**src/rtl/bf16_mul_pipe.sv**
```systemverilog
// Three-stage, valid/ready handshaked bfloat16 multiplier.
// Stage 1 unpacks and classifies the operands and forms the sign and the exponent sum.
// Stage 2 multiplies the significands.
// Stage 3 normalizes, rounds, packs and reports errors.
// A stall at the output holds every stage in place.
module bf16_mul_pipe #(
  parameter int unsigned DATA_WIDTH  = 16,
  parameter int unsigned ERROR_WIDTH = 2,
  parameter int unsigned TAG_WIDTH   = 4
) (
  input  logic                   clk,
  input  logic                   rst_n,
  input  logic                   in_valid,
  output logic                   in_ready,
  input  logic [DATA_WIDTH-1:0]  in1,
  input  logic [DATA_WIDTH-1:0]  in2,
  input  logic [TAG_WIDTH-1:0]   in_tag,
  output logic                   out_valid,
  input  logic                   out_ready,
  output logic [DATA_WIDTH-1:0]  out,
  output logic [ERROR_WIDTH-1:0] error,
  output logic [TAG_WIDTH-1:0]   out_tag
);

  localparam logic [ERROR_WIDTH-1:0] ErrNone = ERROR_WIDTH'(0);
  localparam logic [ERROR_WIDTH-1:0] ErrOvf  = ERROR_WIDTH'(1);
  localparam logic [ERROR_WIDTH-1:0] ErrUnf  = ERROR_WIDTH'(2);
  localparam logic [ERROR_WIDTH-1:0] ErrInv  = ERROR_WIDTH'(3);

  // Result class decided in stage 1; only KNorm needs the arithmetic path.
  typedef enum logic [1:0] {KNorm, KZero, KInf, KNan} kind_e;

  logic stall;

  // Stage 1 registers
  logic                  s1_valid;
  logic                  s1_sign;
  kind_e                 s1_kind;
  logic signed [9:0]     s1_exp;
  logic [7:0]            s1_sig_a;
  logic [7:0]            s1_sig_b;
  logic [TAG_WIDTH-1:0]  s1_tag;

  // Stage 2 registers
  logic                  s2_valid;
  logic                  s2_sign;
  kind_e                 s2_kind;
  logic signed [9:0]     s2_exp;
  logic [15:0]           s2_prod;
  logic [TAG_WIDTH-1:0]  s2_tag;

  // Stage 1 combinational
  logic                  sign_a, sign_b;
  logic [7:0]            exp_a, exp_b;
  logic [6:0]            man_a, man_b;
  logic                  nan_a, nan_b, inf_a, inf_b, zero_a, zero_b;
  kind_e                 kind_d;
  logic signed [9:0]     exp_sum_d;

  // Stage 3 combinational
  logic                  norm;
  logic [6:0]            mant;
  logic                  guard, sticky, round_up;
  logic [7:0]            mant_rnd;
  logic signed [9:0]     exp_fin;
  logic [DATA_WIDTH-1:0] res_d;
  logic [ERROR_WIDTH-1:0] err_d;

  // Handshake: the whole pipe freezes while the consumer refuses a valid result.
  always_comb begin
    stall    = out_valid && !out_ready;
    in_ready = rst_n && !stall;
  end

  // Stage 1: unpack, classify, sign and biased exponent sum.
  always_comb begin
    sign_a = in1[15];
    exp_a  = in1[14:7];
    man_a  = in1[6:0];
    sign_b = in2[15];
    exp_b  = in2[14:7];
    man_b  = in2[6:0];
    nan_a  = (exp_a == 8'hFF) && (man_a != 7'd0);
    nan_b  = (exp_b == 8'hFF) && (man_b != 7'd0);
    inf_a  = (exp_a == 8'hFF) && (man_a == 7'd0);
    inf_b  = (exp_b == 8'hFF) && (man_b == 7'd0);
    // Subnormals flush to zero.
    zero_a = (exp_a == 8'd0);
    zero_b = (exp_b == 8'd0);
    if (nan_a || nan_b || (inf_a && zero_b) || (inf_b && zero_a)) begin
      kind_d = KNan;
    end else if (inf_a || inf_b) begin
      kind_d = KInf;
    end else if (zero_a || zero_b) begin
      kind_d = KZero;
    end else begin
      kind_d = KNorm;
    end
    exp_sum_d = $signed({2'b00, exp_a}) + $signed({2'b00, exp_b}) - 10'sd127;
  end

  // Stage 3: normalize by at most one bit, round to nearest even, range-check, pack.
  always_comb begin
    norm = s2_prod[15];
    if (norm) begin
      mant   = s2_prod[14:8];
      guard  = s2_prod[7];
      sticky = |s2_prod[6:0];
    end else begin
      mant   = s2_prod[13:7];
      guard  = s2_prod[6];
      sticky = |s2_prod[5:0];
    end
    round_up = guard && (sticky || mant[0]);
    mant_rnd = {1'b0, mant} + {7'd0, round_up};
    // A rounding carry leaves mant_rnd[6:0] at zero and bumps the exponent.
    exp_fin  = s2_exp + $signed({9'd0, norm}) + $signed({9'd0, mant_rnd[7]});
    res_d    = '0;
    err_d    = ErrNone;
    unique case (s2_kind)
      KNan: begin
        res_d = 16'h7FC0;
        err_d = ErrInv;
      end
      KInf: begin
        res_d = {s2_sign, 8'hFF, 7'd0};
      end
      KZero: begin
        res_d = {s2_sign, 15'd0};
      end
      KNorm: begin
        if (exp_fin >= 10'sd255) begin
          res_d = {s2_sign, 8'hFF, 7'd0};
          err_d = ErrOvf;
        end else if (exp_fin <= 10'sd0) begin
          res_d = {s2_sign, 15'd0};
          err_d = ErrUnf;
        end else begin
          res_d = {s2_sign, exp_fin[7:0], mant_rnd[6:0]};
        end
      end
    endcase
  end

  // Pipeline registers: synchronous reset, hold on stall, bubbles advance as invalid.
  always_ff @(posedge clk) begin
    if (!rst_n) begin
      s1_valid  <= 1'b0;
      s1_sign   <= 1'b0;
      s1_kind   <= KNorm;
      s1_exp    <= '0;
      s1_sig_a  <= '0;
      s1_sig_b  <= '0;
      s1_tag    <= '0;
      s2_valid  <= 1'b0;
      s2_sign   <= 1'b0;
      s2_kind   <= KNorm;
      s2_exp    <= '0;
      s2_prod   <= '0;
      s2_tag    <= '0;
      out_valid <= 1'b0;
      out       <= '0;
      error     <= '0;
      out_tag   <= '0;
    end else if (!stall) begin
      s1_valid <= in_valid;
      if (in_valid) begin
        // NaN results always carry a positive sign.
        s1_sign  <= (kind_d == KNan) ? 1'b0 : (sign_a ^ sign_b);
        s1_kind  <= kind_d;
        s1_exp   <= exp_sum_d;
        s1_sig_a <= {1'b1, man_a};
        s1_sig_b <= {1'b1, man_b};
        s1_tag   <= in_tag;
      end
      s2_valid <= s1_valid;
      if (s1_valid) begin
        s2_sign <= s1_sign;
        s2_kind <= s1_kind;
        s2_exp  <= s1_exp;
        s2_prod <= s1_sig_a * s1_sig_b;
        s2_tag  <= s1_tag;
      end
      out_valid <= s2_valid;
      if (s2_valid) begin
        out     <= res_d;
        error   <= err_d;
        out_tag <= s2_tag;
      end
    end
  end

endmodule

```
**config.mk**
```make
export PLATFORM = sky130hd
export DESIGN_NAME = bf16_mul_pipe
export DESIGN_NICKNAME = d
export VERILOG_FILES = /design/src/rtl/bf16_mul_pipe.sv
export SDC_FILE = /design/constraint.sdc
export NUM_CORES = 1
export LEC_CHECK = 0
export BUFFER_PORTS_ARGS = -buffer_cell sky130_fd_sc_hd__buf_2
export CORE_ASPECT_RATIO = 0.6
export CORE_MARGIN = 5
export CORE_UTILIZATION = 35
export DETAILED_ROUTE_END_ITERATION = 10
export PLACE_DENSITY = 0.62
export SYNTH_ARGS = -nofsm -noshare
export SYNTH_HDL_FRONTEND = slang
export SYNTH_SLANG_ARGS = --single-unit
```
**constraint.sdc**
```tcl
create_clock -name clk -period 9.83 [get_ports clk]
set_input_delay 0 -clock clk [delete_from_list [all_inputs] [get_ports clk]]
set_output_delay 0 -clock clk [all_outputs]
set_load 0.02 [all_outputs]
```
==> flow_summary.ini, run 1 <==
[detailed_routing]
first_pass_iters = 5
drt_iter0_markers = 310
avgViaCountPerCell = 5.02
drt_wl_total_mm = 15.9
ant_nets = 0
wl_per_cell_um = 14.4
vias = 5536
drc = 0

[cts]
cts_buffer_depth = 2
cts_setup_buffers = 0
cts_resized = 0
ctsHoldBuffers = 18
numClockSinks = 90
htreeDepth = 3
cts_buffers = 9
clock_latency_ps = 340
path_clk_slew_ps = 70
clockRootBuffer = clkbuf_16
cts_tree = built

[die]
io_pins = 64
num_rows = 38
core_area_mm2 = 0.0181
start_util_pct = 35.7
die_h_um = 115
fp.dieW_um = 185
dieArea_mm2 = 0.0214

[min_path]
min_path_cells = 4
hold_path.class = in2reg

[global_route]
grt_pass1_wl_mm = 27.3
grt-ovfl-total = 0
grt_pass1_vias = 5460
antenna_found_initial = 0
grt_use_total_pct = 15.6
grt_max_degree = 63

[logic_synthesis]
synth_nets = 929
synth-seq-cells = 90
synth_ff_type = dfxtp_1
ys_seq_area_share_pct = 27.9
ys_async_sr_fraction_pct = 0
synth_cells = 793
synth_warnings = 0
synth_edf_count = 0
ys_types = 57
avgSynthCellArea_um2 = 8.16
synth_area_mm2 = 0.00647

[cells_and_area]
nets = 993
syn_to_final_growth_pct = 15.5
layout_common_cells = nand2_1, a21oi_1, dfxtp_1, inv_1, buf_2
drive_gt1_share_pct = 11.0
mostFrequentLayoutCell = nand2_1
diodes = 0

[power]
p_total_mw = 0.898
leakage_nw = 3.30
power_density_mw_per_mm2 = 120
ir_drop_uv = 90.2

[sta]
slew_headroom_pct = 52.7
layout_min_cycle_time_ps = 4620
maxSlewViolCount = 0
fin_crit_sh_pct = 47.0
rsz0062_at_grt = no
worst_pin_slew_ps = 703
setup_tns_ps = 0
hold_viol_final = 0
fmax_ghz = 0.216
clock_skew_ps = 6.66
setup_viol = 0

[worst_setup_path]
worstPathMaxFanout = 16
worstPathRequired_ps = 10110
worstSetupStartpointType = register
critPathArrivalTime_ps = 4900
r2r_cells = 14
crit_type = reg2reg
cp-end-kind = register
r2r_slack_ps = 5210

[run]
max-cap-violations = 0

[status]
status = finished clean

[placement]
portBuffers = 63
place_congestion = 0.858
dp_hpwl_mm = 12.1
final cells by class:
class / count / area, um^2
tap: 240 / 300
clock buffer: 9 / 225
multi-input combinational: 598 / 4260
inverter: 71 / 267
sequential: 90 / 1800
fill: 1835 / 10600
timing repair buffer: 87 / 541
clock inverter: 7 / 75.1
synth_stat cells, types with 5 or more instances:
| cell type | number | area share (%) |
|---|---|---|
| a211oi_1 | 5 | 0.58 |
| a21o_1 | 6 | 0.70 |
| a21oi_1 | 90 | 7.0 |
| and2_1 | 57 | 5.5 |
| clkbuf_1 | 32 | 1.9 |
| dfxtp_1 | 90 | 28 |
| fa_1 | 38 | 12 |
| ha_1 | 58 | 11 |
| inv_1 | 70 | 4.1 |
| nand2_1 | 139 | 8.1 |
| nand3_1 | 28 | 2.2 |
| nand4_1 | 12 | 1.2 |
| nor2_1 | 21 | 1.2 |
| nor3_1 | 10 | 0.77 |
| nor4_1 | 8 | 0.77 |
| o211ai_1 | 5 | 0.58 |
| o21ai_0 | 22 | 1.7 |
| o31ai_1 | 6 | 0.70 |
| xnor2_1 | 11 | 1.5 |
| xor2_1 | 13 | 1.8 |
where the power goes:
part / internal (mW) / leakage [nW] / switching, mW
sequential: 0.381 / 0.734 / 0.0190
clock: 0.198 / 0.138 / 0.151
combinational: 0.0610 / 2.43 / 0.0880
total: 0.640 / 3.30 / 0.258
critical path, stage by stage (launching register included):
cell	delay, ps
dfxtp_1	620
nand2_1	150
fa_1	540
fa_1	560
inv_1	60
fa_1	520
inv_1	60
fa_1	520
inv_1	40
ha_1	340
nand4_1	170
a21oi_1	310
o211ai_1	170
a2111oi_0	370
nand3b_1	150
final timing paths:
path / from / end
worst max-delay path: s1_sig_a[7] / s2_prod[14]
worst min-delay path: out_ready / s1_valid
worst max register to register: s1_sig_a[7] / s2_prod[14]
worst min register to register: out_tag[0] / out_tag[0]
through the flow:
| step | instances | hold WS (ps) | instance area (um^2) | utilization [%] | setup slack (ps) |
|---|---|---|---|---|---|
| finish | 1102 | 8.22 | 7470 | 41.2 | 5210 |
| CTS | 1102 | 0.338 | 7470 | 41.2 | 5210 |
| global placement | 1068 | 257 | 6990 | 38.6 | 5410 |
| floorplan | 793 | 136 | 6470 | - | 5600 |
| global route | 1102 | 43.1 | 7470 | 41.2 | 4730 |
| detailed placement | 1068 | 261 | 6990 | 38.6 | 5250 |
cells by family after synthesis:
logic type      after synthesis  share of synthesized area, %
flops                        90                          27.9
compound gates              168                          15.8
simple gates                305                          23.0
xor+xnor                     24                          3.25
buf+inv                     105                          6.23
fa+ha+maj                    96                          23.0
mux                           5                         0.793
registers in the layout (all words and copies together), names as in the netlist:
signal,count
out,16
s2_prod,16
s1_exp,10
s2_exp,10
s1_sig_a,8
s1_sig_b,7
out_tag,4
s1_tag,4
s2_tag,4
error,2
s1_kind,2
s2_kind,2
out_valid,1
s1_sign,1
s1_valid,1
s2_sign,1
s2_valid,1
per-layer routing:
layer	wire length [um]	track usage, %	vias to the layer above
met3	761	2.85	4
met1	8510	23.9	2597
met2	6580	23.5	107
li1	-	-	2828
met5	0	0	-
met4	54	2.00	0
Power figures use the tool's default switching activity.
==> run 2, diff against run 1 <==
--- a/config.mk
+++ b/config.mk
@@ -5,6 +5,7 @@
 export SDC_FILE = /design/constraint.sdc
 export NUM_CORES = 1
 export LEC_CHECK = 0
+export ABC_AREA = 1
 export BUFFER_PORTS_ARGS = -buffer_cell sky130_fd_sc_hd__buf_2
 export CORE_ASPECT_RATIO = 0.6
 export CORE_MARGIN = 5
==> constraint.sdc (replaced) <==
create_clock -name clk -period 4.8 [get_ports clk]
set_input_delay 0 -clock clk [delete_from_list [all_inputs] [get_ports clk]]
set_output_delay 0 -clock clk [all_outputs]
set_load 0.02 [all_outputs]
==> run 2 against run 1 <==
Effect of this change: maximum frequency grew 5.3%; sequential power rose by 110%; routed wire length grew 1.6%; global-route usage fell by 0.078 points; power up 130%; combinational power grew to 3.3 times the previous value; register-to-register slack worse by 4800 ps; clock-buffer cell count up 1; clock skew is 2.5 ps higher.
==> flow_summary.ini, run 2 <==
[cts]
numClockSinks = 90
cts_setup_buffers = 0
path_clk_slew_ps = 70
cts_tree = built
clockRootBuffer = clkbuf_16
htreeDepth = 3
cts_buffers = 9
clock_latency_ps = 340
cts_buffer_depth = 2

[cells_and_area]
syn_to_final_growth_pct = 14.7
final_core_utilization_pct = 40.7
regArea_mm2 = 0.00180
largestRegisters = out x16, s2_prod x16
layout_common_cells = inv_1, nand2_1, nor2_1, dfxtp_1, o21ai_0
drive_gt1_share_pct = 10.9
nets = 1145
mostFrequentLayoutCell = inv_1
n_fill_cell = 1985
diodes = 0
multi_input_area_mm2 = 0.00406

[logic_synthesis]
synth-seq-cells = 90
ys_async_sr_fraction_pct = 0
ys_seq_area_share_pct = 26.8
synth_ff_type = dfxtp_1
synth_top_family_by_area = simple AND/OR/NAND/NOR gates
synth_nets = 1088
synth_warnings = 0
synth-compound-area-share_pct = 12.2
synth_top_cell_by_area = dfxtp_1
yosys-top-cells-area = dfxtp_1, fa_1, ha_1, inv_1, nand2_1
synth_top_cell_area_share_pct = 26.8
synth_edf_count = 0
synth_cells = 952
ys_types = 35
avgSynthCellArea_um2 = 7.05
synth_common_cells = inv_1, nand2_1, nor2_1
synth-simple-area-share_pct = 23.8
synth_xor_area_share_pct = 2.35
synth_area_mm2 = 0.00671
yosys.area_share.adder_pct = 22.1
synth_mux_area_share_pct = 0
synthMostInstantiatedCell = inv_1

[detailed_routing]
wl_met1_mm = 9.36
vias = 5881
ant_nets = 0
drt_wl_total_mm = 16.2
drt_iter0_markers = 433
wl_per_cell_um = 12.8
dr_wl_met3_mm = 1.04
avgViaCountPerCell = 4.67
first_pass_iters = 5
drc = 0
top_layer_used = met4
wl_met2_mm = 5.67

[sta]
clock_skew_ps = 9.20
hold_viol_final = 0
setup_tns_ps = 0
fin_crit_sh_pct = 91.4
slew_headroom_pct = 22.4
maxSlewViolCount = 0
layout_min_cycle_time_ps = 4390
setup_viol = 0
rsz0062_at_grt = no
fmax_ghz = 0.228
worst_pin_slew_ps = 1160

[global_route]
grt_use_total_pct = 15.5
grt_max_degree = 62
grt_pass1_wl_mm = 28.3
grt-ovfl-total = 0
antenna_found_initial = 0
grt_pass1_vias = 5802

[min_path]
hold_path.class = in2reg

[die]
die_h_um = 117
start_util_pct = 35.5
fp.dieW_um = 189
num_rows = 39
dieArea_mm2 = 0.0221
core_area_mm2 = 0.0189
io_pins = 64

[worst_setup_path]
worstSetupStartpointType = register
cp-end-kind = register
cp_cell_sequence = nand2_1 -> inv_1 -> fa_1 -> fa_1 -> fa_1 -> inv_1 -> fa_1 -> inv_1 -> ha_1 -> a21oi_1 -> a21boi_0 -> o21ai_0 -> nand3_1 -> nand2_1 -> nand2_1 -> nand3_1 -> nand2_1 -> inv_1
cp_slowest_stage_delay_ps = 580
worstPathMaxFanout = 9
crit_type = reg2reg
slowest_stage = dfxtp_1
worst-path-buf-inv = 4
worstPathRequired_ps = 5040
path_delay_family = adder cells
critPathArrivalTime_ps = 4630

[run]
max-cap-violations = 0

[power]
leakage_nw = 4.16
ir_drop_uv = 227
p_int_mw = 1.41
p_comb_share_pct = 23.7
p_switching_mw = 0.667
p_seq_share_pct = 40.9
sw_frac_of_total_pct = 32.1
power_density_mw_per_mm2 = 270
p_total_mw = 2.08
p_clk_share_pct = 35.4

[placement]
portBuffers = 63
dp_hpwl_mm = 12.8
place_congestion = 0.884

[status]
status = finished clean
[run 2: area by class of cell]
class | instances | share of cell area [%]
Clock buffer | 10 | 3.10
Clock inverter | 6 | 0.942
Inverter | 182 | 8.87
Multi-Input combinational cell | 639 | 52.7
Sequential cell | 90 | 23.4
Tap cell | 246 | 4.00
Timing Repair Buffer | 87 | 7.02
[run 2: worst register-to-register path, stage by stage (launching register included)]
cell      delay, ps
dfxtp_1         580
nand2_1          90
inv_1            90
fa_1            430
fa_1            490
fa_1            550
inv_1            50
fa_1            520
inv_1            40
ha_1            340
a21oi_1         200
a21boi_0        320
o21ai_0         180
nand3_1         120
nand2_1          60
nand2_1          50
nand3_1          60
nand2_1          80
inv_1            40
[run 2: metal layers]
layer	track usage, %	vias to the layer above
met5	0	-
met4	2.33	0
met3	3.94	6
met2	20.4	144
met1	25.3	2649
li1	-	3082
[run 2: final timing paths]
kind               start     endpoint  slack [ps]  depth (start not counted)
min reg2reg       out[0]       out[0]         460                          2
max reg2reg  s1_sig_b[3]  s2_prod[13]         410                         18
max          s1_sig_b[3]  s2_prod[13]         410                         18
min              in1[15]      s1_sign          50                          4
[run 2: logic make-up after synthesis]
logic type,Yosys count
buf+inv,223
flops,90
xor+xnor,18
fa+ha+maj,96
compound gates,160
simple gates,365
[run 2: what timing repair did]
| item | in CTS | in global routing |
|---|---|---|
| hold endpoints to repair | 19 | 0 |
| hold buffers | 18 | 0 |
| resized for setup | 0 | 1 |
| setup endpoints to repair | 0 | 2 |
[run 2: power groups by stage]
stage | clock network (mW) | logic [mW] | registers, mW
after global placement | 0 | 0.478 | 0.863
final | 0.736 | 0.492 | 0.849
after global routing | 0.781 | 0.577 | 0.858
after detailed placement | 0 | 0.479 | 0.865
after floorplan | 0 | 0.367 | 0.843
after CTS | 0.754 | 0.494 | 0.849
[run 2: through the flow]
step                      setup slack (ps)  instance area [um^2]  instances  hold WS (ps)
after floorplan                        421                  6710        952           164
after global placement                 469                  7210       1226           260
after detailed placement               386                  7210       1226           261
after CTS                              364                  7700       1260          30.3
after global routing                  1.32                  7700       1260          74.8
final                                  414                  7700       1260          53.1
